$ cat src/rtl/fcims_order_ctrl_if.sv
// Terminal-side request/acknowledge bundle for the food-court order scheduler.
// Terminals drive the master modport, the scheduler uses the slave modport.
interface fcims_order_ctrl_if #(
    parameter int N_REQ  = 4,
    parameter int ITEM_W = 2
);
    logic [N_REQ-1:0]        req;
    logic [N_REQ*ITEM_W-1:0] req_item;
    logic [N_REQ*4-1:0]      req_qty;
    logic [N_REQ-1:0]        req_op;
    logic [N_REQ-1:0]        ack;
    logic                    ack_err;
    logic                    busy;

    modport master (output req, req_item, req_qty, req_op, input ack, ack_err, busy);
    modport slave  (input req, req_item, req_qty, req_op, output ack, ack_err, busy);
endinterface

$ cat src/rtl/fcims_order_ctrl.sv
// Round-robin order scheduler sharing one price/stock/total engine between terminals.
// Optional macro FCIMS_SAT_EN: saturating total with sticky overflow flag.
module fcims_order_ctrl #(
    parameter int N_REQ  = 4,
    parameter int ITEM_W = 2
) (
    input  logic              clk,
    input  logic              reset,
    fcims_order_ctrl_if.slave bus,
    input  logic              cfg_we,
    input  logic [ITEM_W-1:0] cfg_item,
    input  logic [3:0]        cfg_price,
    input  logic [3:0]        cfg_stock,
    input  logic              clr_total,
    input  logic [ITEM_W-1:0] rd_item,
    output logic [3:0]        rd_price,
    output logic [3:0]        rd_stock,
    output logic [7:0]        total_price,
    output logic              total_ovf
);
    localparam int N_ITEMS = 2**ITEM_W;
    localparam int IDX_W   = $clog2(N_REQ);

    typedef enum logic [1:0] {
        ST_IDLE  = 2'd0,
        ST_GRANT = 2'd1,
        ST_EXEC  = 2'd2,
        ST_RESP  = 2'd3
    } state_t;

    state_t            state_r;
    logic [IDX_W-1:0]  ptr_r;
    logic [IDX_W-1:0]  idx_r;
    logic [ITEM_W-1:0] item_r;
    logic [3:0]        qty_r;
    logic              op_r;
    logic [3:0]        price_cur_r;
    logic [3:0]        stock_cur_r;
    logic [3:0]        price_r [N_ITEMS];
    logic [3:0]        stock_r [N_ITEMS];
    logic [7:0]        total_r;
    logic [N_REQ-1:0]  ack_r;
    logic              ack_err_r;
    logic              busy_r;

    logic              grant_hit_s;
    logic [IDX_W-1:0]  grant_idx_s;
    logic [ITEM_W-1:0] item_arr_s [N_REQ];
    logic [3:0]        qty_arr_s  [N_REQ];
    logic [ITEM_W-1:0] sel_item_s;
    logic [3:0]        sel_qty_s;
    logic              sel_op_s;
    logic [4:0]        stock_sum_s;
    logic [7:0]        line_s;
    logic              exec_err_s;

    // Round-robin pick: scan from the pointer downward in priority so the nearest set bit wins last.
    always_comb begin
        int pos;
        grant_hit_s = 1'b0;
        grant_idx_s = '0;
        pos         = 0;
        for (int k = N_REQ - 1; k >= 0; k--) begin
            pos         = (int'(ptr_r) + k) % N_REQ;
            grant_idx_s = bus.req[IDX_W'(pos)] ? IDX_W'(pos) : grant_idx_s;
            grant_hit_s = grant_hit_s | bus.req[IDX_W'(pos)];
        end
    end

    // Unpack the winner's request fields.
    always_comb begin
        for (int k = 0; k < N_REQ; k++) begin
            item_arr_s[k] = bus.req_item[k*ITEM_W +: ITEM_W];
            qty_arr_s[k]  = bus.req_qty[k*4 +: 4];
        end
        sel_item_s = item_arr_s[idx_r];
        sel_qty_s  = qty_arr_s[idx_r];
        sel_op_s   = bus.req_op[idx_r];
    end

    assign stock_sum_s = {1'b0, stock_cur_r} + {1'b0, qty_r};
    assign line_s      = {4'b0000, price_cur_r} * {4'b0000, qty_r};
    assign exec_err_s  = op_r ? stock_sum_s[4] : (qty_r > stock_cur_r);

`ifdef FCIMS_SAT_EN
    logic       ovf_r;
    logic [8:0] total_sum_s;
    assign total_sum_s = {1'b0, total_r} + {1'b0, line_s};
    assign total_ovf   = ovf_r;
`else
    assign total_ovf   = 1'b0;
`endif

    // Scheduler FSM, item tables and running total.
    always_ff @(posedge clk) begin
        if (reset) begin
            state_r     <= ST_IDLE;
            ptr_r       <= '0;
            idx_r       <= '0;
            item_r      <= '0;
            qty_r       <= 4'd0;
            op_r        <= 1'b0;
            price_cur_r <= 4'd0;
            stock_cur_r <= 4'd0;
            total_r     <= 8'd0;
            ack_r       <= '0;
            ack_err_r   <= 1'b0;
            busy_r      <= 1'b0;
            for (int i = 0; i < N_ITEMS; i++) begin
                price_r[i] <= 4'd0;
                stock_r[i] <= 4'd0;
            end
`ifdef FCIMS_SAT_EN
            ovf_r       <= 1'b0;
`endif
        end else begin
            case (state_r)
                ST_IDLE: begin
                    if (cfg_we) begin
                        price_r[cfg_item] <= cfg_price;
                        stock_r[cfg_item] <= cfg_stock;
                    end else if (grant_hit_s) begin
                        idx_r   <= grant_idx_s;
                        busy_r  <= 1'b1;
                        state_r <= ST_GRANT;
                    end
                end
                ST_GRANT: begin
                    item_r      <= sel_item_s;
                    qty_r       <= sel_qty_s;
                    op_r        <= sel_op_s;
                    price_cur_r <= price_r[sel_item_s];
                    stock_cur_r <= stock_r[sel_item_s];
                    state_r     <= ST_EXEC;
                end
                ST_EXEC: begin
                    // A rejected transaction leaves both tables and the total untouched.
                    if (!exec_err_s) begin
                        if (op_r) begin
                            stock_r[item_r] <= stock_sum_s[3:0];
                        end else begin
                            stock_r[item_r] <= stock_cur_r - qty_r;
`ifdef FCIMS_SAT_EN
                            if (total_sum_s[8]) begin
                                total_r <= 8'hFF;
                                ovf_r   <= 1'b1;
                            end else begin
                                total_r <= total_sum_s[7:0];
                            end
`else
                            total_r <= total_r + line_s;
`endif
                        end
                    end
                    ack_r     <= {{(N_REQ-1){1'b0}}, 1'b1} << idx_r;
                    ack_err_r <= exec_err_s;
                    state_r   <= ST_RESP;
                end
                ST_RESP: begin
                    ack_r     <= '0;
                    ack_err_r <= 1'b0;
                    busy_r    <= 1'b0;
                    ptr_r     <= (idx_r == IDX_W'(N_REQ - 1)) ? '0 : idx_r + IDX_W'(1);
                    state_r   <= ST_IDLE;
                end
                default: begin
                    ack_r     <= '0;
                    ack_err_r <= 1'b0;
                    busy_r    <= 1'b0;
                    state_r   <= ST_IDLE;
                end
            endcase
            // Clearing the total overrides a commit landing on the same edge.
            if (clr_total) begin
                total_r <= 8'd0;
`ifdef FCIMS_SAT_EN
                ovf_r   <= 1'b0;
`endif
            end
        end
    end

    assign rd_price    = price_r[rd_item];
    assign rd_stock    = stock_r[rd_item];
    assign total_price = total_r;
    assign bus.ack     = ack_r;
    assign bus.ack_err = ack_err_r;
    assign bus.busy    = busy_r;
endmodule

$ cat src/flat_wrapper.sv
// flat-port wrapper written by rule: the top's interface ports become plain ports
module fcims_order_ctrl_flat 
#(
    parameter int N_REQ  = 4,
    parameter int ITEM_W = 2
)
  (clk, reset, cfg_we, cfg_item, cfg_price, cfg_stock, clr_total, rd_item, rd_price, rd_stock, total_price, total_ovf, bus_req, bus_req_item, bus_req_qty, bus_req_op, bus_ack, bus_ack_err, bus_busy);
  fcims_order_ctrl_if #(.N_REQ(N_REQ), .ITEM_W(ITEM_W)) bus_i ();
  input  logic clk;
  input  logic reset;
  input  logic cfg_we;
  input  logic [ITEM_W-1:0] cfg_item;
  input  logic [3:0] cfg_price;
  input  logic [3:0] cfg_stock;
  input  logic clr_total;
  input  logic [ITEM_W-1:0] rd_item;
  output logic [3:0] rd_price;
  output logic [3:0] rd_stock;
  output logic [7:0] total_price;
  output logic total_ovf;
  input wire logic [$bits(bus_i.req)-1:0] bus_req;
  input wire logic [$bits(bus_i.req_item)-1:0] bus_req_item;
  input wire logic [$bits(bus_i.req_qty)-1:0] bus_req_qty;
  input wire logic [$bits(bus_i.req_op)-1:0] bus_req_op;
  output wire logic [$bits(bus_i.ack)-1:0] bus_ack;
  output wire logic [$bits(bus_i.ack_err)-1:0] bus_ack_err;
  output wire logic [$bits(bus_i.busy)-1:0] bus_busy;
  assign bus_i.req = bus_req;
  assign bus_i.req_item = bus_req_item;
  assign bus_i.req_qty = bus_req_qty;
  assign bus_i.req_op = bus_req_op;
  assign bus_ack = bus_i.ack;
  assign bus_ack_err = bus_i.ack_err;
  assign bus_busy = bus_i.busy;
  fcims_order_ctrl #(.N_REQ(N_REQ), .ITEM_W(ITEM_W)) u_core (.clk(clk), .reset(reset), .bus(bus_i), .cfg_we(cfg_we), .cfg_item(cfg_item), .cfg_price(cfg_price), .cfg_stock(cfg_stock), .clr_total(clr_total), .rd_item(rd_item), .rd_price(rd_price), .rd_stock(rd_stock), .total_price(total_price), .total_ovf(total_ovf));
endmodule
$ cat config.mk
export PLATFORM = sky130hd
export DESIGN_NAME = fcims_order_ctrl_flat
export DESIGN_NICKNAME = d
export VERILOG_FILES = /design/src/rtl/fcims_order_ctrl_if.sv /design/src/rtl/fcims_order_ctrl.sv /design/src/flat_wrapper.sv
export SDC_FILE = /design/constraint.sdc
export NUM_CORES = 1
export LEC_CHECK = 0
export ABC_AREA = 1
export ABC_CLOCK_PERIOD_IN_PS = 3800
export CELL_PAD_IN_SITES_DETAIL_PLACEMENT = 1
export CELL_PAD_IN_SITES_GLOBAL_PLACEMENT = 1
export CORE_UTILIZATION = 36
export DETAILED_ROUTE_END_ITERATION = 8
export PLACE_DENSITY_LB_ADDON = 0.08
export SETUP_SLACK_MARGIN = 0.05
export SLEW_MARGIN = 15
export SYNTH_ARGS = -nofsm -noshare
export SYNTH_HDL_FRONTEND = slang
export SYNTH_SLANG_ARGS = --single-unit
$ cat constraint.sdc
create_clock -name clk -period 3.8 [get_ports clk]
set_clock_uncertainty 0.2 [all_clocks]
set_input_delay 0.76 -clock clk [delete_from_list [all_inputs] [get_ports clk]]
set_output_delay 0.76 -clock clk [all_outputs]
set_load 0.02 [all_outputs]
# Word-level counts from Yosys, hierarchy flattened

Memory sizes are Yosys's and may differ from the RTL's. A register that Yosys moved wholly into a read port is not among the register bits.
Index checks and enable logic that the tools add are counted.

Bits in registers: 27
RAM bits: 32
Input bits: 48
Output and inout bits: 23
Logic and storage cells: 113
Memories: 2

Memory list:

| name           | depth | width | rd ports | clocked after memory_dff | wr ports | RTL line               | source |
|---|---|---|---|---|---|---|---|
| u_core.price_r | 4     | 4     | 2        | 1                        | 4        | fcims_order_ctrl.sv:39 | `logic [3:0] price_r [N_ITEMS];` |
| u_core.stock_r | 4     | 4     | 2        | 1                        | 4        | fcims_order_ctrl.sv:40 | `logic [3:0] stock_r [N_ITEMS];` |

Add/sub/neg operators: 7
Multiply operators: 1
Magnitude comparators: 7
Equality and inequality tests: 6
Shift-type cells: 1
Multiplexer cells: 60
Bitwise logic cells: 8
Reduce and logical (&&, ||, !) cells: 11

Operators by type and width:

| kind                                                                          | number |
|---|---|
| 1-bit two-way mux                                                             | 31 |
| 2-bit two-way mux                                                             | 12 |
| 4-bit two-way mux                                                             | 6 |
| 2-bit by 4-bit less-than comparator with 1-bit output (second input constant) | 4 |
| 4-bit OR reduction                                                            | 3 |
| 1-bit binary-select mux with 2-bit select                                     | 5 |
| 3-bit AND reduction                                                           | 3 |
| 8-bit adder                                                                   | 1 |
| 4-bit binary-select mux with 2-bit select                                     | 1 |
| 4-bit by 4-bit multiplier with 8-bit output                                   | 1 |
| 2-bit one-hot mux with 4 select lines                                         | 1 |
| 4-bit one-hot mux with 2 select lines                                         | 1 |
| 2-bit equality test (second input constant)                                   | 3 |
| 4-bit by 4-bit adder with 5-bit output                                        | 1 |
| 2-bit by 1-bit adder with 2-bit output (second input constant)                | 2 |
| 2-bit adder (second input constant)                                           | 2 |
| 2-bit binary-select mux with 2-bit select                                     | 1 |
| 4-bit greater-than comparator                                                 | 1 |
| 1-bit bitwise OR                                                              | 4 |
| 1-bit one-hot mux with 2 select lines                                         | 2 |
| 2-bit nonzero test                                                            | 2 |
| 1-bit by 2-bit << shifter with 4-bit output (first input constant)            | 1 |
| 4-bit subtractor                                                              | 1 |
| 3-bit >= comparator (second input constant)                                   | 1 |
| 9 further kinds                                                               | 11 |

# Depth between registers and ports, before layout

Depth after elaboration: 10
Depth in mapped cells: 18
Mapped depth without buffers: 18

# Worst setup path after synthesis

No wires, ideal clock.

Kind: register to register
Start: register u_core.qty_r[3]
End: register u_core.total_r[7] (netlist: u_core.total_price[7])
Setup time: 0.109 ns
Arrival: 2.983 ns
Required time: 3.491 ns
Slack: 0.508 ns
Stages on the path, launching flop included: 17
Buffers on the path: 0
Period minus slack after synthesis: 3.292 ns
Cell sequence: dfxtp_1 > nand2_1 > fa_1 > fa_1 > fa_1 > inv_1 > ha_1 > nand3_1 > nand3_1 > nand2_1 > nand2_1 > nand2_1 > nand2_1 > a21oi_1 > o21ai_0 > nand2_1 > inv_1

Word-level cells in the longest chain between the ends: 4
Elaborated cells between the ends (all ways): 7
Those cells by class: add/sub (2); mul (1); order compare (1); mux (1); bitwise (1); reduce/logical (1)

Ends and longest elaborated chain:

| element                                                                                             | RTL line                | source |
|---|---|---|
| start, declared                                                                                     | fcims_order_ctrl.sv:35  | `logic [3:0] qty_r;` |
| start signal, assigned                                                                              | fcims_order_ctrl.sv:130 | `qty_r <= sel_qty_s;` |
| parallel branches: the longest is 4 deep, another holds 4-bit by 4-bit multiplier with 8-bit output | n/a                     |  |
| end signal, assigned                                                                                | fcims_order_ctrl.sv:151 | `total_r <= total_r + line_s;` |
| end, declared                                                                                       | fcims_order_ctrl.sv:41  | `logic [7:0] total_r;` |

Several ways; the timed one is not identified.
A chain may end at the register's enable or synchronous reset.

# Final worst setup path

Start: input port rd_item[1]
End: output port rd_price[1]

Word-level cells in the longest chain between the ends: 1

Ends and longest elaborated chain:

| element               | RTL line           | source |
|---|---|---|
| start, declared       | flat_wrapper.sv:16 | `input logic [ITEM_W-1:0] rd_item;` |
| memory read 4 x 4 bit | n/a                |  |
| end, declared         | flat_wrapper.sv:17 | `output logic [3:0] rd_price;` |

Every way passes these cells.

==> summary.txt <==
Finish
  – Antenna Cells: 0
  – Layout Utilization: 46.1%
  – Non-Filler Instances: 877
  – Fin nets: 791
  – Area delta synth->final: 25.0%
  – Fill count: ~1600
  – Share of post-route cells with drive strength above 1: ~7.1%

Place
  – Hpwl dp: 10.5 mm
  – Number of port buffers: 69
  – Placed insts: 861
  – GPL Wtd Cong: 0.842

Synthesis
  – Synth Cell Area: 4650 µm²
  – Ys flop type: dfxtp_1
  – Post-synth EDFFs: 32
  – Async set or reset register ratio after synthesis: 0%
  – Synth area leaders: edfxtp_1 21%, dfxtp_1 15%, nand2_1 10%
  – Synth warn: 0
  – Leading area contributor after synthesis: edfxtp_1
  – Seq cells post-synth: 67
  – Share of the synthesized area in the top cell type: between 20% and 30%
  – Syn Area/Cell: 7.39 µm²
  – Unique masters post-synth: 35
  – Mapped Cells: 630
  – Post-synthesis sequential area ratio: a little over a third
  – Post-Syn Nets: a little over 700

Job
  – Total of max-cap violations: 0

Routing
  – Drt drc: 0
  – Pre-antenna DRT Iters: 4
  – Final wirelength: about 13 mm
  – 1st-iter DRT viols: about 180
  – WL/cell: 15.1 µm
  – Final ANT Viol Nets: 0
  – Vias/cell: 4.92
  – Via count: around 4300

Worst hold path
  – Hold path startpoint: u_core.bus.ack[2]
  – Hold Crit Class: flip-flop to flip-flop

Critical path
  – Worst-path cell chain: clkdlybuf4s50_1 > inv_1 > a21oi_1 > o21ai_0 > o21ai_0 > clkdlybuf4s50_1
  – Critical Path Start Type: input pin
  – Critical Path Sink Type: output pin
  – R2r startpoint: u_core.qty_r[1]
  – Worst Path Buf+Inv: 3
  – WS Path Type: input pin to output pin
  – WP data required: 2.84 ns
  – Arr. time, crit path: 2.55 ns
  – CP max-delay cell: clkdlybuf4s50_1
  – Crit path max-delay family: buffers and inverters
  – Worst path max stage delay: 0.62 ns
  – Critical Path Start: rd_item[1]
  – CP max FO: 10

STA
  – Setup TNS: 0 ns
  – Fmax: 0.285 GHz
  – Slew HR: 54.5%
  – RSZ-0062 raised after global routing: false
  – Final min period: 3.51 ns
  – Max Slew Vio Count: 0
  – Worst-margin pin slew: 0.682 ns
  – Hold slack: 0.261 ns
  – Final period utilization: 92.3%
  – Fin. Hold Viols: 0
  – Final setup fails: 0

Clock tree
  – H-tree depth: 3
  – Worst-path clk slew: about 0.050 ns
  – Clock Sinks: 67
  – Root Buffer: clkbuf_16
  – Hold_buf cts: 0
  – CTS tree: done
  – Post-cts sizing count: 0
  – Clk buf depth: 2
  – CTS buffer count: 9
  – Setup repair bufs after CTS: 0
  – Clk_lat worst skew: about 0.35 ns

Die
  – Row cnt: 41
  – Starting Density: a little under two fifths
  – Die Width: 116 µm
  – Die ar.: 13400 µm²
  – Core area: about 13000 µm²
  – Io pins: a little over 70
  – Die height: 116 µm

Global route
  – First-pass GRT wire length: 22.0 mm
  – Total gr overflow: 0
  – Antenna violations before repair: 0
  – Grt met1 use: between 20 and 30%
  – M2 GR Usage: 37.2%
  – All-Layer GR Usage: 21.5%
  – Met3 usage in global routing: 2.98%
  – Most Used Layer, Global Route: met2
  – Pin count of the biggest net entering global routing: 20
  – Number of global-route vias before repair: between 4000 and 5000

Pwr
  – VDD IR max: ~0.00032 V
  – Power Dens Cells: 634 nW/µm²
  – P_leak: 2.70 nW

Outcome
  – Run status: finished clean
## per-stage QoR
stage / cell area [µm²] / power (W) / worst slack, ns
after detailed placement: 5500 / 0.00280 / 0.267
after global routing: 5810 / 0.00401 / 0.0915
final: 5810 / 0.00369 / 0.291
after global placement: 5500 / 0.00275 / 0.350
after CTS: 5810 / 0.00373 / 0.244
after floorplan: 4650 / 0.00228 / 0.508
## Yosys cell counts (all sizes together), types with 9 or more instances
master	instances
o22ai	11
nor2	102
edfxtp	32
fa	11
inv	96
buf	10
o21ai	68
clkbuf	9
a21oi	29
dfxtp	35
ha	32
o211ai	12
nand3	23
nand2	139
## final timing paths
check	to	cells past startpoint	slack (ns)
setup / recovery	rd_price[1]	6	0.29
hold / removal	u_core.bus.ack[2]	2	0.26
setup reg to reg	u_core.total_price[6]	16	0.32
hold reg to reg	u_core.bus.ack[2]	2	0.26
## cell usage in the layout (no fill, tap or decap), drive strengths merged
cell type and n:
clkbuf 11, o211a 1, clkdlybuf4s50 69, conb 1
nand2 139, dfxtp 35, a21oi 29, nor3 4
edfxtp 32, a31oi 2, nor2 102, ha 32
clkinv 3, xnor2 5, bufinv 2, and2 1
buf 9, o21ai 68, or2 4, nand3 23
fa 11, inv 96, o211ai 12, xor2 2
o21a 1, o22ai 11
## power by group
part / internal, W / switching (W)
logic: 0.000615 / 0.00104
clock network: 0.000573 / 0.000326
registers: 0.000950 / 0.000188
## logic make-up after synthesis
family / Yosys count / synth area share (%)
XOR/XNOR: 7 / 1.32
flip-flops: 67 / 35.7
AO/OA/AOI/OAI: 124 / 14.7
other: 1 / 0.0806
AND/OR/NAND/NOR: 273 / 24.3
buffers and inverters: 115 / 10.5
adder cells (fa/ha/maj): 43 / 13.3
## routing by layer
| layer | vias up | part of all wire, % |
|---|---|---|
| li1 | 2167 | - |
| met2 | 47 | 50 |
| met3 | 18 | 2.4 |
| met4 | 0 | 2.2 |
| met5 | - | 0 |
| met1 | 2080 | 46 |
## final cells by class
class,count,area (µm²),area share [%]
sequential,67,1660,28.6
timing repair buffer,78,758,13.0
multi-input combinational,448,2500,43.1
clock inverter,5,77.6,1.33
tap,172,215,3.70
inverter,96,363,6.24
clock buffer,11,233,4.00
## worst min-delay path, delay by kind of cell, from the launching register on
kind	cells	cell delay [ns]
flops	1	0.31
simple gates	1	0.06
compound gates	1	0.05
## sequential cells by signal, summed over array words and instances (netlist names)
| name | flops |
|---|---|
| u_core.total_price | 8 |
| u_core.price_cur_r | 4 |
| u_core.stock_cur_r | 4 |
| u_core.op_r | 1 |
| u_core.state_r | 2 |
| u_core.stock_r | 16 |
| u_core.bus.ack_err | 1 |
| u_core.bus.busy | 1 |
| u_core.ptr_r | 2 |
| u_core.qty_r | 4 |
| u_core.idx_r | 2 |
| u_core.price_r | 16 |
| u_core.bus.ack | 4 |
| u_core.item_r | 2 |
(Power assumes the default switching activity.)
==> edit 1: new RTL, config.mk and constraints unchanged <==
`ITEM_W` is set to 2 in 3 places; all go to 1.
--- a/src/rtl/fcims_order_ctrl_if.sv
+++ b/src/rtl/fcims_order_ctrl_if.sv
@@ -3,5 +3,5 @@
 interface fcims_order_ctrl_if #(
     parameter int N_REQ  = 4,
-    parameter int ITEM_W = 2
+    parameter int ITEM_W = 1
 );
     logic [N_REQ-1:0]        req;
--- a/src/rtl/fcims_order_ctrl.sv
+++ b/src/rtl/fcims_order_ctrl.sv
@@ -3,5 +3,5 @@
 module fcims_order_ctrl #(
     parameter int N_REQ  = 4,
-    parameter int ITEM_W = 2
+    parameter int ITEM_W = 1
 ) (
     input  logic              clk,
--- a/src/flat_wrapper.sv
+++ b/src/flat_wrapper.sv
@@ -3,5 +3,5 @@
 #(
     parameter int N_REQ  = 4,
-    parameter int ITEM_W = 2
+    parameter int ITEM_W = 1
 )
   (clk, reset, cfg_we, cfg_item, cfg_price, cfg_stock, clr_total, rd_item, rd_price, rd_stock, total_price, total_ovf, bus_req, bus_req_item, bus_req_qty, bus_req_op, bus_ack, bus_ack_err, bus_busy);
Ports: changed (resized bus_req_item, cfg_item and rd_item); port bits go from 71 to 65. The function was not compared with the original's and may differ.
==> edit 1 against the original RTL <==
Cell count down 21%; synthesized area shrank 19%; total power shrank 29%; sequential cell count down 17; die area decreased by 19%; final area fell by 21%; routed wire length decreased by 24%; clock power decreased by 59%; worst setup slack gained 0.018 ns; largest cell class unchanged; largest power group unchanged.
==> edit 1: results (changes against the original RTL) <==
status=finished, final reports clean (unchanged); initial antenna violation count=0 (unchanged); Post-Route Setup TNS=0 ns (unchanged); number of port buffers=63 (was 69); hold crit path type=flop to flop (unchanged); post-synthesis sequential area ratio=30.9% (was 35.7%); leakage dissipation=2.24 nW (was 2.70 nW); Nets=645 (was 791); drt first-iter violations=76 (was 176); diode count=0 (unchanged); RePlAce Congestion=0.805 (was 0.842); global-route wire length before repair=17,200 um (was 22,000 um); CTS root buffer=clkbuf_8 (was clkbuf_16); Clock Path Buffers=2 (unchanged); Final setup viols=0 (unchanged); vias in the first global route=3,588 (was 4,441); CTS buffer count=5 (was 9); syn nets=587 (was 721); GRT Resource Usage Total=19.6% (was 21.5%); total routed wirelength=10,100 um (was 13,300 um); pin count of the biggest net entering global routing=24 (was 20); Clock transition at path regs=0.11 ns (was 0.05 ns); Mapped Cells=502 (was 630); wire length per cell=14.5 um (was 15.1 um); 1st-pass router iterations=5 (was 4); CTS H-Tree Depth=2 (was 3); Post-synth top flop=dfxtp_1 (unchanged); number of synthesized flops with an enable pin=16 (was 32); worst endpoint data arrival time=3.52 ns (was 2.55 ns); Worst-Skew Late Latency=0.32 ns (was 0.35 ns); worst-case vdd ir drop=0.349 mV (was 0.320 mV); crit-path max FO=6 (was 10); Post-synth top cells=nand2_1 (107), inv_1 (86), nor2_1 (46), dfxtp_1 (34) (was nand2_1 (130), nor2_1 (100), inv_1 (87), o21ai_0 (63), dfxtp_1 (35)); count of different cell masters after synthesis=38 (was 35); share of flip-flops with an asynchronous set or reset=0% (unchanged); hpwl dp=8170 um (was 10,500 um); warnings from Yosys=0 (unchanged); Synth area leaders=dfxtp_1 (18%), edfxtp_1 (13%), nand2_1 (11%) (was edfxtp_1 (21%), dfxtp_1 (15%), nand2_1 (10%)); routed vias/inst=4.86 (was 4.92); share of layout cells above drive strength 1=8.20% (was 7.09%); worst slew pin tran=0.810 ns (was 0.682 ns)
edit 1: layer usage:
layer	track usage [%]	share of wire (%)	wire, um	up-vias
met5	0	0	0	-
met4	3.78	0.95	96	0
met3	2.57	2.0	205	9
met2	36.2	52	5270	43
met1	24.2	45	4510	1612
li1	-	-	-	1707
edit 1: cells by family (layout without fill, tap and decap cells):
kind of cell,Yosys count,count (layout),share of synthesized area [%]
adders and majority gates,43,43,16.5
xor gates and xnor gates,7,7,1.63
muxes,8,8,2.40
DFF,50,50,30.9
AOI/OAI and AO/OA,80,80,11.9
other,1,1,0.0999
and+or+nand+nor,208,208,25.1
buffers and inverters,105,164,11.3
edit 1: critical path, cell delays in order (launching register included):
cell and delay (ns):
dfxtp_1 0.43, nand2_1 0.11, fa_1 0.51, fa_1 0.55, inv_1 0.05, fa_1 0.45
ha_1 0.39, nand2_1 0.09, nand2_1 0.07, nand2_1 0.06, nand3_1 0.11, a21oi_1 0.14
o21ai_0 0.13, nand2_1 0.08, inv_1 0.03
edit 1: final timing paths:
kind | start | endpoint | slack [ns] | cells past startpoint
max | u_core.price_cur_r[0] | u_core.total_price[6] | 0.31 | 14
max reg2reg | u_core.price_cur_r[0] | u_core.total_price[6] | 0.31 | 14
min reg2reg | u_core.bus.ack[0] | u_core.bus.ack[0] | 0.27 | 2
min | u_core.bus.ack[0] | u_core.bus.ack[0] | 0.27 | 2
edit 1: where the power goes:
part | switching [mW] | internal (mW) | leakage, nW
Combinational | 0.855 | 0.519 | 1.74
Sequential | 0.176 | 0.699 | 0.445
Clock | 0.225 | 0.139 | 0.0506
Total | 1.26 | 1.36 | 2.24
edit 1: metrics by stage:
stage / utilization [%] / power, mW / setup slack [ns] / hold WS, ns / instance area [sq um]
after floorplan: - / 1.85 / 0.575 / 0.277 / 3750
after global placement: 45.0 / 2.21 / 0.455 / 0.253 / 4480
after detailed placement: 45.0 / 2.27 / 0.315 / 0.261 / 4480
after CTS: 46.0 / 2.64 / 0.305 / 0.276 / 4570
after global routing: 46.0 / 2.85 / 0.0634 / 0.299 / 4580
final: 46.0 / 2.61 / 0.308 / 0.272 / 4580
edit 1: cell type report:
type,count,area (sq um)
Multi-Input combinational cell,347,2170
Inverter,92,345
Sequential cell,50,1160
Fill cell,1238,5380
Timing Repair Buffer,64,638
Clock inverter,3,28.8
Clock buffer,5,68.8
Tap cell,133,166
edit 1: timing repair:
item,CTS,global route
setup buffers,0,0
resized for setup,0,1
endpoints found under the setup margin,0,2
==> edit 2: new RTL, config.mk and constraints unchanged <==
Made on the original files. Register the input `cfg_stock` before use. The logic sees it one clock later. The other inputs are not delayed to match.
--- a/src/rtl/fcims_order_ctrl.sv
+++ b/src/rtl/fcims_order_ctrl.sv
@@ -28,4 +28,10 @@
         ST_RESP  = 2'd3
     } state_t;
+
+    logic [3:0] cfg_stock_q;
+
+    always_ff @(posedge clk) begin
+        cfg_stock_q <= cfg_stock;
+    end
 
     state_t            state_r;
@@ -119,5 +125,5 @@
                     if (cfg_we) begin
                         price_r[cfg_item] <= cfg_price;
-                        stock_r[cfg_item] <= cfg_stock;
+                        stock_r[cfg_item] <= cfg_stock_q;
                     end else if (grant_hit_s) begin
                         idx_r   <= grant_idx_s;
Behaviour: not the same (Yosys sat finds a counterexample within 4 cycles, from zero or initial values and one cycle with reset high).
==> edit 2 against the original RTL <==
Critical path depth shrank 1; first-iteration DRC count shrank 46%; routed wire length grew 5.6%; worst setup slack lost 0.031 ns; synthesized area grew 3.6%; total power grew 5.1%; clock power grew 14%; sequential cell count grew 4; register-to-register slack lost 0.06 ns; core utilization grew 0.85 points; die area grew 3.5%; via count grew 1.5%; final area grew 3.5%; count of clock-buffer cells in the layout shrank 2; critical endpoint is now rd_stock[1]; largest power group unchanged.
==> edit 2: results (changes against the original RTL) <==
DP Area=5670 sq um (was 5500 sq um); area delta synth->final=24.9% (was 25.0%); count of different cell masters after synthesis=44 (was 35); Seq area share=29.0% (was 28.6%); FF+latch area=1740 sq um (was 1660 sq um); Routed met2 length=7040 um (was 6580 um); reg2reg start=u_core.price_cur_r[0] (was u_core.qty_r[1]); num sequential=71 (was 67); Final clock-cell share=5.82% (was 5.34%); worst-case vdd ir drop=0.230 mV (was 0.320 mV); hpwl dp=10,900 um (was 10,500 um); met2 usage=37.6% (was 37.2%); met3 Track Usage GR=3.34% (was 2.98%); hold crit path type=flop to flop (unchanged); crit-path max FO=20 (was 10); status=finished, final reports clean (unchanged); Synth area leaders=edfxtp_1 (20%), dfxtp_1 (16%), nand2_1 (9.7%) (was edfxtp_1 (21%), dfxtp_1 (15%), nand2_1 (10%)); reg2reg end=u_core.total_price[7] (was u_core.total_price[6]); WL met3=328 um (was 316 um); total routed wirelength=14,000 um (was 13,300 um); share of flip-flops with an asynchronous set or reset=0% (unchanged); # clk buffers=9 (was 11); reg-to-reg slack, setup=0.26 ns (was 0.32 ns); Multi-input gate area=2580 sq um (was 2500 sq um); f_max=282 MHz (was 285 MHz); worst endpoint data arrival time=2.58 ns (was 2.55 ns); share of layout cells above drive strength 1=10.2% (was 7.09%); routed vias/inst=5.00 (was 4.92); multi-input logic cell count=442 (was 448); Nets=790 (was 791); Data buffer area share=12.6% (was 13.0%); pin count of the biggest net entering global routing=23 (was 20); Post-synth top cells=nand2_1 (124), inv_1 (84), nor2_1 (81), o21ai_0 (56), dfxtp_1 (39) (was nand2_1 (130), nor2_1 (100), inv_1 (87), o21ai_0 (63), dfxtp_1 (35)); GRT Resource Usage Total=20.9% (was 21.5%); slowest cell delay on critical path=0.64 ns (was 0.62 ns); max layer used=met4 (unchanged); max_slew headroom=49.0% (was 54.5%); post-synthesis sequential area ratio=36.1% (was 35.7%); Non-clk invs=97 (was 96); syn nets=722 (was 721); Filler cells=1,593 (was 1,576); global-route wire length before repair=22,800 um (was 22,000 um); met1 Usage GRT=24.9% (was 26.8%); RePlAce Congestion=0.813 (was 0.842); CP top delay family=buffers and inverters (unchanged); vias in the first global route=4,770 (was 4,441); Hold Slack=0.268 ns (was 0.261 ns); CTS root buffer=clkbuf_16 (unchanged); M1 WL=6400 um (was 6080 um); leakage dissipation=2.78 nW (was 2.70 nW); Clock transition at path regs=0.06 ns; worst slack at placement=0.211 ns (was 0.267 ns); drt first-iter violations=95 (was 176)
-- edit 2: cell count changes in the layout (fill, tap and decap cells not counted), moves of 4 or more --
cell | before | now
a21oi_2 | 0 | 4
dfxtp_1 | 33 | 37
nand2_1 | 130 | 124
nor2_1 | 100 | 81
nor2_2 | 1 | 8
o21ai_0 | 63 | 56
o21ai_1 | 2 | 6
-- edit 2: cell families after synthesis --
logic type               synth area share (%)
other                                  0.0778
buffers and inverters                    10.3
adder cells (fa/ha/maj)                  12.9
flip-flops                               36.1
AND/OR/NAND/NOR                          24.3
AO/OA/AOI/OAI                            15.1
XOR/XNOR                                 1.27
-- edit 2: where the power goes --
part | switching (mW) | internal [mW]
clock network | 0.371 | 0.650
logic | 1.08 | 0.610
registers | 0.174 | 0.993
total | 1.62 | 2.25
-- edit 2: worst max-delay path by stage --
stage,cells past startpoint,end,startpoint
final,5,rd_stock[1],rd_item[0]
after global routing,16,u_core.total_price[6],u_core.price_cur_r[0]
after CTS,16,u_core.total_price[7],u_core.qty_r[3]
after global placement,16,u_core.total_price[7],u_core.qty_r[3]
after floorplan,16,u_core.total_price[7],u_core.qty_r[3]
after detailed placement,16,u_core.total_price[7],u_core.qty_r[3]
-- edit 2: metrics by stage --
stage | std cells | power, mW | util [%]
final | 876 | 3.87 | 46.9
after global routing | 876 | 4.17 | 46.9
after CTS | 876 | 3.91 | 46.9
after detailed placement | 860 | 2.87 | 44.2
after global placement | 860 | 2.79 | 44.2
after floorplan | 631 | 2.33 | -
-- edit 2: worst register-to-register path, delay by kind of cell, from the launching register on --
family / cells / cell delay, ns
compound gates: 2 / 0.25
fa+ha+maj: 4 / 1.90
flops: 1 / 0.39
simple gates: 8 / 0.64
buf+inv: 2 / 0.09
